**src/rtl/regfile_sb.sv**
```systemverilog
// Two-bank (integer/float) register file with NRD registered read ports, NWR
// prioritised write ports and a per-register busy scoreboard. Optional macro:
// REGFILE_SB_BYPASS_EN forwards same-cycle writes and post-edge busy to reads.
module regfile_sb #(
  parameter  int XLEN = 32,
  parameter  int NREG = 32,
  parameter  int NRD  = 2,
  parameter  int NWR  = 2,
  localparam int AW   = $clog2(NREG)
) (
  input  logic                clk,
  input  logic                rstn,
  input  logic [NRD-1:0]      rd_bank,
  input  logic [NRD*AW-1:0]   rd_addr,
  output logic [NRD*XLEN-1:0] rd_data,
  output logic [NRD-1:0]      rd_busy,
  input  logic [NWR-1:0]      we,
  input  logic [NWR-1:0]      wr_bank,
  input  logic [NWR*AW-1:0]   wr_addr,
  input  logic [NWR*XLEN-1:0] wr_data,
  input  logic [NWR-1:0]      wr_clr,
  input  logic                sb_set,
  input  logic                sb_bank,
  input  logic [AW-1:0]       sb_addr,
  output logic                any_busy
);

  logic [XLEN-1:0] mem [2][NREG];
  logic [NREG-1:0] busy [2];
  logic [NREG-1:0] busy_nxt [2];
  logic [NREG-1:0] clr_vec [2];
  logic [NREG-1:0] set_vec [2];
  logic [NWR-1:0]  wr_ok;
  logic [NRD*XLEN-1:0] rd_data_d;
  logic [NRD-1:0]      rd_busy_d;

  // Integer register 0 is never written and never marked busy.
  always_comb begin
    wr_ok = '0;
    for (int w = 0; w < NWR; w++)
      wr_ok[w] = we[w] & ~(~wr_bank[w] & (wr_addr[w*AW +: AW] == '0));
  end

  // Ascending port order lets the highest-index port decide the clear; set wins last.
  always_comb begin
    for (int b = 0; b < 2; b++) begin
      clr_vec[b] = '0;
      set_vec[b] = '0;
    end
    for (int w = 0; w < NWR; w++)
      if (wr_ok[w])
        clr_vec[wr_bank[w]][wr_addr[w*AW +: AW]] = wr_clr[w];
    if (sb_set && !(!sb_bank && sb_addr == '0))
      set_vec[sb_bank][sb_addr] = 1'b1;
    for (int b = 0; b < 2; b++)
      busy_nxt[b] = (busy[b] & ~clr_vec[b]) | set_vec[b];
  end

  always_ff @(posedge clk) begin
    if (rstn)
      for (int w = 0; w < NWR; w++)
        if (wr_ok[w])
          mem[wr_bank[w]][wr_addr[w*AW +: AW]] <= wr_data[w*XLEN +: XLEN];
  end

  always_ff @(posedge clk) begin
    if (!rstn) begin
      busy[0]  <= '0;
      busy[1]  <= '0;
      any_busy <= 1'b0;
    end else begin
      busy[0]  <= busy_nxt[0];
      busy[1]  <= busy_nxt[1];
      any_busy <= (|busy_nxt[0]) | (|busy_nxt[1]);
    end
  end

`ifdef REGFILE_SB_BYPASS_EN
  logic [NRD-1:0]  fwd_hit;
  logic [XLEN-1:0] fwd_data [NRD];

  always_comb begin
    for (int i = 0; i < NRD; i++) begin
      fwd_hit[i]  = 1'b0;
      fwd_data[i] = '0;
      for (int w = 0; w < NWR; w++)
        if (wr_ok[w] && wr_bank[w] == rd_bank[i] &&
            wr_addr[w*AW +: AW] == rd_addr[i*AW +: AW]) begin
          fwd_hit[i]  = 1'b1;
          fwd_data[i] = wr_data[w*XLEN +: XLEN];
        end
    end
  end
`endif

  always_comb begin
    rd_data_d = '0;
    rd_busy_d = '0;
    for (int i = 0; i < NRD; i++) begin
      if (rd_bank[i] || rd_addr[i*AW +: AW] != '0) begin
`ifdef REGFILE_SB_BYPASS_EN
        rd_data_d[i*XLEN +: XLEN] = fwd_hit[i] ? fwd_data[i]
                                               : mem[rd_bank[i]][rd_addr[i*AW +: AW]];
        rd_busy_d[i] = busy_nxt[rd_bank[i]][rd_addr[i*AW +: AW]];
`else
        rd_data_d[i*XLEN +: XLEN] = mem[rd_bank[i]][rd_addr[i*AW +: AW]];
        rd_busy_d[i] = busy[rd_bank[i]][rd_addr[i*AW +: AW]];
`endif
      end
    end
  end

  always_ff @(posedge clk) begin
    if (!rstn) begin
      rd_data <= '0;
      rd_busy <= '0;
    end else begin
      rd_data <= rd_data_d;
      rd_busy <= rd_busy_d;
    end
  end

endmodule

```
**config.mk**
```make
export PLATFORM = sky130hd
export DESIGN_NAME = regfile_sb
export DESIGN_NICKNAME = d
export VERILOG_FILES = /design/src/rtl/regfile_sb.sv
export SDC_FILE = /design/constraint.sdc
export NUM_CORES = 2
export LEC_CHECK = 0
export CELL_PAD_IN_SITES_DETAIL_PLACEMENT = 1
export CELL_PAD_IN_SITES_GLOBAL_PLACEMENT = 2
export CORE_MARGIN = 1
export CORE_UTILIZATION = 30
export DETAILED_ROUTE_END_ITERATION = 10
export PLACE_DENSITY = 0.62
export SYNTH_ARGS = -nofsm -noshare
export SYNTH_HDL_FRONTEND = slang
export SYNTH_SLANG_ARGS = --single-unit
```
**constraint.sdc**
```tcl
create_clock -name clk -period 5.1 [get_ports clk]
set_input_delay 0.51 -clock clk [delete_from_list [all_inputs] [get_ports clk]]
set_output_delay 0.51 -clock clk [all_outputs]
set_load 0.01 [all_outputs]
```
==> metrics.csv <==
metric,value,unit
status,"complete, but fails checks",
failing checks,DRC,
# H-tree levels,5,
Setup Skew,0.06263,ns
share of the synthesized area in the top cell type,0.4820,
final worst slack,1.472,ns
"Setup violations, final",0,
Post-synth top flop,edfxtp_1,
Area Overhead vs Synth,15.38,%
"Distinct cells, synth",68,
crit path cell chain,"clkdlybuf4s50_1, nor3b_2, buf_4, nand2_4, o21ai_4, buf_4",
first-pass GRT wire length,802.3,mm
count of buffers from port buffering,167,
worst vdd ir,227.1,uV
largest area contributor in the synthesized netlist,edfxtp_1,
GPL Wtd Cong,0.8717,
CTS tree,yes,
Yosys reg bits,2179,
Rel. slew slack,0.05649,
clk buf depth,4,
Hold Path Depth,3,
"Seq/Total Area, Yosys",0.5026,
DIE AREA,0.4279,mm2
drt first-iter violations,11172,
DIE HEIGHT,654.1,um
Critical-path top delay cell,nor3b_2,
Max Slew Vio Count,0,
vias per inst,6.272,
final wirelength,602.0,mm
"EDFF count, synth",2048,
pre-CTS setup slack,0.5635,ns
CTS sink cnt,2179,
fillcell total,43020,
DRC errors left,21,
Tcrit/Tclk final,0.7113,
Final HPWL DP,348.6,mm
num rows,239,
placed insts,13604,
setup_tns,0,ns
CP Data Arrival Time,4.20,ns
"Clk Latency, worst-skew pair",1.01,ns
endpoints failing hold,0,
cts bufs inserted,283,
Total GRT Usage,0.2737,
Worst-path clk slew,0.05,ns
Startpoint Class,input port,
Syn Area/Cell,15.09,um2
DRT antenna net count,0,
Syn Inst Count,8455,
drt pass-1 iters,9,
Critical Path End Type,flop,
RSZ-0062 raised after global routing,no,
top post-synthesis cells by area,"edfxtp_1, mux2_2, mux4_2",
Critical Path RT,5.68,ns
Setup CP Type,in2reg,
mapped cell area,0.1276,mm2
Worst Path Max Fanout,19,
max-cap violations,0,
worst min path class,in2reg,
drt wl/cell,42.57,um
I/O pins,168,
post-CTS sizing,0,
cells on worst reg2reg path,5,
Worst Tran Pin Value,1.415,ns
Max Freq,275.6,MHz
layout cells sized above 1,0.4723,
Worst path max stage delay,1.10,ns
Root Buffer,clkbuf_16,
Final nets,8328,
largest net degree at the start of global routing,86,
pwr dens,308.7,mW/mm2
Starting Density,0.3013,
fin crit period,3.628,ns
post-CTS setup repair buffer count,0,
Leak Pwr,47.18,nW
Synth warnings,0,
non-filler cells in the finished layout,14142,
vias in the first global route,89783,
CTS Hold Bufs,1,
initial antenna violation count,32,
core area,0.4234,mm2
share of synthesized registers carrying an async set or reset,0,
vias,88695,
most frequent cell on the critical path,buf_4,
Die W,654.1,um
total gr overflow,0,
==> metal layers <==
metal | wire, um | GRT usage
met5 | 28 | 0
met4 | 31280 | 0.1305
met3 | 51030 | 0.05227
met2 | 285100 | 0.4480
met1 | 234500 | 0.3480
==> layout by cell type, fill, tap and decap left out, types with 14 or more instances in the layout <==
cell             count
o31ai_1             15
a31oi_1             31
clkinv_2            42
bufinv_16           22
edfxtp_1          2048
clkbuf_16          288
o32ai_1             23
mux2_2            2016
nand3_1             24
buf_12             136
a211oi_1            62
o32a_1              21
mux2i_1            635
o22ai_1            154
buf_4              341
nand2_4             24
a22oi_1             14
nor3_1             114
a21oi_1            134
nand4_1             28
o21ai_0             98
clkinv_1            56
diode_2             33
dfxtp_1            131
o22ai_4             41
a32oi_1             14
mux4_2             872
nor2_1              51
clkbuf_1            60
conb_1              32
nor2b_1             17
clkdlybuf4s50_1     91
buf_2               65
o221ai_1           248
nand2_1            120
and2_1              53
o21ai_4             22
nor2_4              42
o211ai_1            16
==> Yosys cell counts (7+ instances only) <==
cell type / count
nand3b_1: 10
dfxtp_1: 131
o221ai_1: 248
and3b_1: 8
o31ai_1: 15
o22ai_1: 195
clkbuf_1: 818
a32o_1: 8
a32oi_1: 14
o21ai_0: 119
a211o_1: 7
o211ai_1: 16
nor4bb_1: 8
nor2_1: 94
and2_1: 53
nor3b_1: 9
a221oi_1: 12
buf_2: 157
a211oi_1: 62
o32ai_1: 23
nand4b_1: 8
mux2i_1: 635
nor4_1: 11
edfxtp_1: 2048
and3_1: 9
nor2b_1: 17
buf_1: 181
nand2b_1: 7
a31oi_1: 31
buf_4: 27
nand2_1: 145
inv_1: 7
o311ai_0: 9
a2111oi_0: 9
nand4_1: 28
o2111ai_1: 7
nand3_1: 24
o32a_1: 21
nor3_1: 116
a22oi_1: 14
mux4_2: 872
a21oi_1: 134
mux2_2: 2016
==> worst paths after layout <==
kind,startpoint,end,slack (ns)
worst max-delay path,wr_addr[8],mem[0][752],1.47
worst min-delay path,rstn,busy[1][15],0.12
worst max register to register,mem[0][667],rd_data[59],2.35
worst min register to register,busy[1][16],busy[1][16],0.54
==> critical path: cells and delay by family <==
kind / cells / cell delay (ns)
buf+inv: 3 / 1.74
simple gates: 2 / 1.49
compound gates: 1 / 0.32
==> final cells by class <==
cell class	instances	area [um2]	share of cell area
sequential	2179	64120	0.4356
multi-input combinational	5111	60190	0.4089
clock buffer	351	7473	0.05077
tap	5663	7086	0.04813
timing repair buffer	641	6626	0.04501
clock inverter	153	1567	0.01064
antenna	33	82.58	0.0005610
inverter	11	65.06	0.0004420
==> per-stage QoR <==
step	area [um2]	hold WS, ns	total power [mW]	utilization
2_1_floorplan	127700	0.4660	23.38	-
3_3_place_gp	138100	0.5439	25.33	0.3261
3_5_place_dp	138100	0.5393	25.44	0.3261
4_1_cts	147100	0.09749	45.70	0.3475
5_1_grt	147200	0.1295	46.53	0.3476
6_report	147200	0.1195	45.45	0.3477
==> state kept, by name, indices dropped and copies added, names as in the netlist <==
| register | cells |
|---|---|
| any_busy | 1 |
| busy | 64 |
| mem | 2048 |
| rd_busy | 2 |
| rd_data | 64 |
==> where the power goes <==
part           internal, mW  switching (mW)
Sequential             19.8          0.0865
Clock                  11.6            8.72
Combinational          2.12            3.18
Total                  33.5            12.0
==> cell families after synthesis <==
family	count (synthesis)	share of synthesized area
mux	3523	0.3817
flops	2179	0.5026
buf+inv	1196	0.03764
compound gates	971	0.05402
simple gates	585	0.02403
other cells	1	0.00002939
(Power assumes the default switching activity.)
